### src/rtl/temporizador_multi.sv
// Multi-channel programmable timer: CH independent one-shot/periodic channels,
// each with a level busy and a single-cycle done, plus a combined any_done.
module temporizador_multi #(
  parameter int CH = 4,
  parameter int W  = 26
) (
  input  logic          clk,
  input  logic          rst_n,
  input  logic [CH-1:0] start,
  input  logic [CH-1:0] stop,
  input  logic [CH-1:0] periodic,
  input  logic [CH*W-1:0] period,
  output logic [CH-1:0] busy,
  output logic [CH-1:0] done,
  output logic          any_done
);

  typedef enum logic {IDLE, RUN} state_t;

  localparam logic [W-1:0] ONE = {{(W-1){1'b0}}, 1'b1};

  state_t        state_q [CH];
  state_t        state_d [CH];
  logic [W-1:0]  cnt_q   [CH];
  logic [W-1:0]  cnt_d   [CH];
  logic [W-1:0]  per_q   [CH];
  logic [W-1:0]  per_d   [CH];
  logic [CH-1:0] mode_q, mode_d;
  logic [CH-1:0] done_d;

  // A programmed period of zero runs as a one-cycle period.
  function automatic logic [W-1:0] p_eff(input logic [W-1:0] p);
    return (p == '0) ? ONE : p;
  endfunction

  // NOTE: every next-state signal gets its hold value first, so no path through
  // the case below can leave one unassigned and infer a latch.
  always_comb begin
    mode_d = mode_q;
    done_d = '0;
    for (int i = 0; i < CH; i++) begin
      state_d[i] = state_q[i];
      cnt_d[i]   = cnt_q[i];
      per_d[i]   = per_q[i];
      case (state_q[i])
        IDLE: begin
          if (start[i] && !stop[i]) begin
            per_d[i]   = period[i*W +: W];
            mode_d[i]  = periodic[i];
            cnt_d[i]   = p_eff(period[i*W +: W]);
            state_d[i] = RUN;
          end
        end
        RUN: begin
          if (stop[i]) begin
            state_d[i] = IDLE;
          end else if (start[i]) begin
            // Retrigger wins over an expiry on the same edge.
            per_d[i]  = period[i*W +: W];
            mode_d[i] = periodic[i];
            cnt_d[i]  = p_eff(period[i*W +: W]);
          end else if (cnt_q[i] == ONE) begin
            done_d[i] = 1'b1;
            if (mode_q[i]) cnt_d[i] = p_eff(per_q[i]);
            else           state_d[i] = IDLE;
          end else begin
            cnt_d[i] = cnt_q[i] - ONE;
          end
        end
        default: state_d[i] = IDLE;
      endcase
    end
  end

  // NOTE: state registers use non-blocking assignments so every flop samples
  // the pre-edge values regardless of statement order.
  always_ff @(posedge clk or negedge rst_n) begin
    if (!rst_n) begin
      for (int i = 0; i < CH; i++) begin
        state_q[i] <= IDLE;
        cnt_q[i]   <= '0;
        per_q[i]   <= '0;
      end
      mode_q   <= '0;
      done     <= '0;
      any_done <= 1'b0;
    end else begin
      for (int i = 0; i < CH; i++) begin
        state_q[i] <= state_d[i];
        cnt_q[i]   <= cnt_d[i];
        per_q[i]   <= per_d[i];
      end
      mode_q   <= mode_d;
      done     <= done_d;
      any_done <= |done_d;
    end
  end

  // busy decodes only the state flops, so it stays a registered output.
  always_comb begin
    busy = '0;
    for (int i = 0; i < CH; i++) busy[i] = (state_q[i] == RUN);
  end

endmodule
### config.mk
export PLATFORM = sky130hd
export DESIGN_NAME = temporizador_multi
export DESIGN_NICKNAME = d
export VERILOG_FILES = /design/src/rtl/temporizador_multi.sv
export SDC_FILE = /design/constraint.sdc
export NUM_CORES = 1
export LEC_CHECK = 0
export CAP_MARGIN = 20
export CORE_MARGIN = 10
export CORE_UTILIZATION = 41
export DETAILED_ROUTE_END_ITERATION = 12
export MAX_ROUTING_LAYER = met4
export PLACE_DENSITY = 0.66
export SETUP_SLACK_MARGIN = 0.05
export SLEW_MARGIN = 20
export SYNTH_ARGS = -nofsm -noshare
export SYNTH_HDL_FRONTEND = slang
export SYNTH_SLANG_ARGS = --single-unit
### constraint.sdc
create_clock -name clk -period 2.5 [get_ports clk]
set_input_delay 0.5 -clock clk [delete_from_list [all_inputs] [get_ports clk]]
set_output_delay 0.5 -clock clk [all_outputs]
set_load 0.01 [all_outputs]
==> impl_metrics.tcl, run 1 <==
set metrics [dict create \
    fmax_mhz 405 \
    synth.avg_cell_area_um2 8.69 \
    nets 1803 \
    wl_mm 40.8 \
    die_area_um2 38600 \
    cts_sinks 221 \
    dr.first_iter.drc_count 997 \
    hp-class "primary input to flip-flop" \
    cts_htree_levels 1 \
    placed_area_um2 15300 \
    wl_per_cell_um 19.5 \
    syn_to_final_growth_pct 30.7 \
    clock-root-buffer "clkbuf_16" \
    finalWorstPathRequiredPeriod_ns 2.47 \
    cts_buffers 27 \
    crit_required_ns 2.96 \
    die_w_um 196 \
    coreArea_um2 30700 \
    drive_gt1_frac 0.184 \
    slew_violations 0 \
    grt_max_degree 62 \
    grt_pass1_vias 12209 \
    worst_ir_drop_vdd_uv 514 \
    synth-seq-area-share 0.434 \
    rsz0062_at_grt "yes" \
    gp_congestion 0.957 \
    syn_inst 1467 \
    fp.dieH_um 196 \
    crit_type "flip-flop to flip-flop" \
    worst_pin_slew_ns 0.582 \
    rows 64 \
    synth_edf_count 0 \
    pwr_density_cell_nw_per_um2 665 \
    io_pins 127 \
    ant_nets 0 \
    initial_core_util 0.416 \
    post-route-period-util 0.989 \
    cts_tree "built" \
    leakage_nw 6.74 \
    drc_errors 0 \
    antenna_cells 0 \
    status "finished clean" \
    synthFlopType "dfrtp_1" \
    clk_latency_ns 0.55 \
    num_vias 12274 \
    synth_fp_nets 1593 \
    antenna_found_initial 0 \
    synthArstFlopShare 1.00 \
    hpwl_mm 28.9 \
    crit_path_start_kind "flip-flop" \
    crit_path_end_kind "flip-flop" \
    yosys-top-cells-area "dfrtp_1, nand2_1, mux2_2" \
    grt_pass1_wl_mm 65.4 \
    ys_seq_elements 221 \
    dp.cells 2025 \
    synth_top_area_share 0.434 \
    netlist_area_um2 12800 \
    dr.pass1.iters 5 \
    synth_area_leader_cell "dfrtp_1" \
    vias_per_cell 5.86 \
    io_buffers 126 \
    fill_cells 2827 \
    cts_buffer_depth 3 \
    relSlewSlack 0.609 \
    arrival_ns 2.93 \
    yosys_warnings 0 \
    finalSetupViolations 0 \
    fin_cells 2093 \
    final_area_um2 16700 \
    synth_cell_type_count 72 \
    cap_violations 0 \
    fin_total_pwr_w 0.0111 \
    grt_overflow_total 0 \
    cts.clk_slew.worst_paths_ns 0.06 \
    final.setup_skew_ns 0.0195 \
    grtUsageTotal 0.207 \
    critPathMaxFanout 6 \
    finalHoldViolations 0 \
]
-- Yosys cell counts (9+ instances only) --
| cell type | n |
|---|---|
| o22ai_1 | 10 |
| dfrtp_1 | 221 |
| a211oi_1 | 19 |
| inv_1 | 22 |
| nor2b_1 | 10 |
| a221oi_1 | 10 |
| buf_1 | 11 |
| or3_1 | 15 |
| nor2_1 | 143 |
| o21ai_0 | 78 |
| clkbuf_1 | 63 |
| nand2b_1 | 11 |
| xnor2_1 | 27 |
| o31ai_1 | 10 |
| or4_1 | 16 |
| o211ai_1 | 30 |
| nor3_1 | 49 |
| a31oi_1 | 33 |
| nand3_1 | 32 |
| mux2_2 | 58 |
| buf_2 | 14 |
| o2bb2ai_1 | 9 |
| o21a_1 | 15 |
| xor2_1 | 22 |
| nor4_1 | 76 |
| a21oi_1 | 66 |
| nand2_1 | 250 |
| nand4_1 | 19 |
-- worst paths after layout --
check	slack [ns]	end	startpoint	cells after the start
setup / recovery	0.03	cnt_q[93]	cnt_q[79]	10
hold / removal	0.49	mode_q[3]	periodic[3]	3
setup reg to reg	0.03	cnt_q[93]	cnt_q[79]	10
hold reg to reg	0.50	per_q[37]	per_q[37]	2
max in group asynchronous	1.32	cnt_q[88]	rst_n	3
min in group asynchronous	0.51	per_q[32]	rst_n	2
-- final cells by class --
class	instances	area, µm²	area share
flip-flops and latches	221	5530	0.332
repair buffers	269	2520	0.151
well taps	396	495	0.0297
multi-input cells	1135	7050	0.423
clock buffers	38	787	0.0472
clock inverters	11	188	0.0113
inverters	23	93.8	0.00563
-- worst max-delay path, cell delays in order, from the launching register on --
cell and delay, ns:
dfrtp_1 0.40, inv_2 0.08, ha_1 0.12, or4b_4 0.51, nor4_2 0.17, nand4_1 0.23
buf_4 0.24, buf_4 0.15, buf_4 0.13, a211o_1 0.25, a21oi_1 0.12
-- cell usage in the layout (no fill, tap or decap), types with 7 or more instances in the layout --
cell,instances
nand3_1,31
or4_1,12
and3_1,7
a211oi_1,18
nand2_1,249
o211ai_1,30
o21a_1,15
buf_12,12
dfrtp_1,221
a21oi_1,63
inv_1,18
buf_6,8
nor2_1,142
clkbuf_8,7
clkdlybuf4s50_1,125
nand4_1,19
mux2_2,58
nor3_1,46
clkbuf_16,27
a31oi_1,33
o21ai_0,75
buf_4,122
or3_1,15
o22ai_1,10
xor2_1,22
nand2b_1,10
o31ai_1,9
xnor2_1,27
ha_1,7
o2bb2ai_1,9
nor4_1,73
-- sequential cells by signal (all words and copies together) (netlist names) --
signal / flops
cnt_q: 104
per_q: 104
busy: 4
done: 4
mode_q: 4
any_done: 1
-- routing by layer --
layer / global-route usage / routed length [µm] / share of wire
met5: - / 0 / 0
met4: 0.0526 / 931 / 0.023
met3: 0.0266 / 2100 / 0.052
met2: 0.325 / 19000 / 0.47
met1: 0.279 / 18700 / 0.46
-- through the flow --
step / hold slack [ns] / worst slack, ns / setup TNS, ns / utilization
5_1_grt: 0.481 / -0.00693 / -0.0155 / 0.544
6_report: 0.491 / 0.0287 / 0 / 0.544
3_3_place_gp: 0.480 / -0.0640 / -0.319 / 0.498
4_1_cts: 0.465 / 0.0373 / 0 / 0.532
3_5_place_dp: 0.487 / -0.0657 / -0.395 / 0.498
2_1_floorplan: 0.204 / 0.0637 / 0 / -
-- cells by family after synthesis --
family / after synthesis / synth area share
mux: 61 / 0.0536
xor+xnor: 49 / 0.0336
buf+inv: 111 / 0.0340
fa+ha+maj: 8 / 0.00785
flops: 221 / 0.434
compound gates: 347 / 0.182
simple gates: 670 / 0.256
-- where the power goes --
group / total, W / switching, W / internal (W)
combinational: 0.00212 / 0.00107 / 0.00105
clock: 0.00429 / 0.00159 / 0.00270
sequential: 0.00468 / 0.000588 / 0.00409
-- timing repair --
item / CTS / global route
gates resized for setup: 8 / 60
pin swaps: 1 / 19
hold buffers: 1 / 0
setup buffers: 1 / 17
setup endpoints to repair: 32 / 69
gates cloned: 0 / 1
hold endpoints to repair: 55 / 0
No activity file was read; power rests on OpenSTA's default activity.
==> run 2, diff against run 1 <==
--- a/config.mk
+++ b/config.mk
@@ -9,6 +9,7 @@
 export CORE_MARGIN = 10
 export CORE_UTILIZATION = 41
 export DETAILED_ROUTE_END_ITERATION = 12
+export GPL_ROUTABILITY_DRIVEN = 0
 export MAX_ROUTING_LAYER = met4
 export PLACE_DENSITY = 0.66
 export SETUP_SLACK_MARGIN = 0.05
==> impl_metrics.tcl, run 2 (synthesis results as in run 1) <==
set metrics [dict create \
    placed_area_um2 15300 \
    clk_latency_ns 0.56 \
    grt_overflow_total 0 \
    relSlewSlack 0.609 \
    leakage_nw 6.72 \
    pwr_density_cell_nw_per_um2 668 \
    post-place-ws_ns -0.0806 \
    syn_to_final_growth_pct 29.9 \
    final_area_um2 16600 \
    power.share.clock 0.388 \
    finalSetupViolations 0 \
    crit_path_end_kind "flip-flop" \
    fin_ws_ns 0.0629 \
    hp-class "primary input to async pin" \
    crit_required_ns 2.93 \
    arrival_ns 2.87 \
    dr.pass1.iters 5 \
    worst_ir_drop_vdd_uv 595 \
    dr.first_iter.drc_count 1091 \
    vias_per_cell 5.95 \
    rsz0062_at_grt "yes" \
    cts_buffer_depth 3 \
    p_comb_frac 0.189 \
    critPathMaxFanout 8 \
    initial_core_util 0.416 \
    p_int_w 0.00782 \
    cts_tree "built" \
    reg2reg_setup_slack_ns 0.06 \
    final.setup_skew_ns 0.0263 \
    clock-root-buffer "clkbuf_16" \
    whs_ns 0.478 \
    die_area_um2 38600 \
    cap_violations 0 \
    io_buffers 126 \
    grt_pass1_vias 12119 \
    final_cell_mix "nand2_1, dfrtp_1, nor2_1" \
    dp.cells 2027 \
    finalWorstPathRequiredPeriod_ns 2.44 \
    final_common_cell "nand2_1" \
    p_seq_frac 0.423 \
    die_w_um 196 \
    coreArea_um2 30700 \
    rows 64 \
    rr_startpoint "cnt_q[79]" \
    finalHoldViolations 0 \
    fmax_mhz 410 \
    grt_max_degree 64 \
    cts_buffers 27 \
    cts_sinks 221 \
    nets 1799 \
    io_pins 127 \
    p_sw_w 0.00325 \
    crit_type "flip-flop to flip-flop" \
    drive_gt1_frac 0.177 \
    antenna_cells 0 \
    grt_pass1_wl_mm 65.0 \
    post-route-period-util 0.975 \
    wl_mm 40.5 \
    final_util 0.540 \
    worst_pin_slew_ns 0.578 \
    cts.clk_slew.worst_paths_ns 0.06 \
    fin_cells 2089 \
    worstReg2RegEnd "cnt_q[84]" \
    drc_errors 0 \
    fill_cells 2816 \
    grtUsageTotal 0.205 \
    status "finished clean" \
    antenna_found_initial 0 \
    num_vias 12439 \
    crit_path_start_kind "flip-flop" \
    wl_per_cell_um 19.4 \
    top_regs "cnt_q x104, per_q x104" \
    fp.dieH_um 196 \
    slew_violations 0 \
    ant_nets 0 \
    r2r_cells 9 \
    sw_frac_of_total 0.294 \
    cp-endpoint "cnt_q[84]" \
    cts_htree_levels 1 \
    setup.worst_path.start "cnt_q[79]" \
    hpwl_mm 28.6 \
]
## run 2: cell count changes in the layout (fill, tap and decap cells not counted), sizes merged
cell / previous run / this run
inv: 24 / 23
buf: 143 / 139
clkinvlp: 0 / 2
clkinv: 5 / 6
clkbuf: 38 / 36
## run 2: area by class of cell
type | count | area (µm²) | area share
clock buffers | 36 | 779 | 0.0471
clock inverters | 13 | 199 | 0.0120
inverters | 23 | 91.3 | 0.00551
multi-input cells | 1135 | 7000 | 0.423
flip-flops and latches | 221 | 5530 | 0.334
well taps | 396 | 495 | 0.0299
repair buffers | 265 | 2470 | 0.149
## run 2: how the worst min path moves through the flow
stage / endpoint / slack (ns) / cells past startpoint
finish: per_q[32] / 0.48 / 2
global route: mode_q[2] / 0.47 / 3
CTS: mode_q[2] / 0.46 / 3
detailed placement: cnt_q[75] / 0.48 / 1
global placement: cnt_q[67] / 0.49 / 1
floorplan: any_done / 0.20 / 0
## run 2: per-stage QoR
step | TNS [ns] | power (W)
2_1_floorplan | 0 | 0.00574
3_3_place_gp | -0.177 | 0.00665
3_5_place_dp | -0.588 | 0.00670
4_1_cts | 0 | 0.0111
5_1_grt | -0.107 | 0.0116
6_report | 0 | 0.0111
## run 2: power by group through the flow
stage	Clock, W	Combinational (W)	Sequential [W]
floorplan	0	0.00120	0.00454
global placement	0	0.00196	0.00469
detailed placement	0	0.00201	0.00470
CTS	0.00439	0.00203	0.00465
global route	0.00455	0.00231	0.00475
finish	0.00430	0.00209	0.00468
## run 2: per-layer routing
metal	up-vias	GRT usage	share of wire
li1	5808	-	-
met1	6111	0.280	0.45
met2	429	0.311	0.46
met3	91	0.0331	0.061
met4	0	0.0568	0.026
met5	-	-	0
## run 2: worst max-delay path: stages, from the launching register on
cell      delay [ns]
dfrtp_1         0.40
inv_2           0.08
ha_1            0.12
or4b_4          0.51
nor4_4          0.15
nand4_1         0.19
buf_6           0.20
mux2_2          0.31
a221oi_4        0.30
nor2_1          0.07
## run 2: repair_timing
item,4_1_cts,5_1_grt
hold endpoints to repair,59,0
setup buffers,1,10
gates cloned,0,1
endpoints found under the setup margin,34,54
gates resized for setup,6,45
pin swaps,4,11
hold buffers,1,0
==> run 3, diff against run 2 <==
--- a/config.mk
+++ b/config.mk
@@ -5,7 +5,6 @@
 export SDC_FILE = /design/constraint.sdc
 export NUM_CORES = 1
 export LEC_CHECK = 0
-export CAP_MARGIN = 20
 export CORE_MARGIN = 10
 export CORE_UTILIZATION = 41
 export DETAILED_ROUTE_END_ITERATION = 12
==> results of run 3 <==
No change in the layout: final DEF, timing and power equal those of run 2.
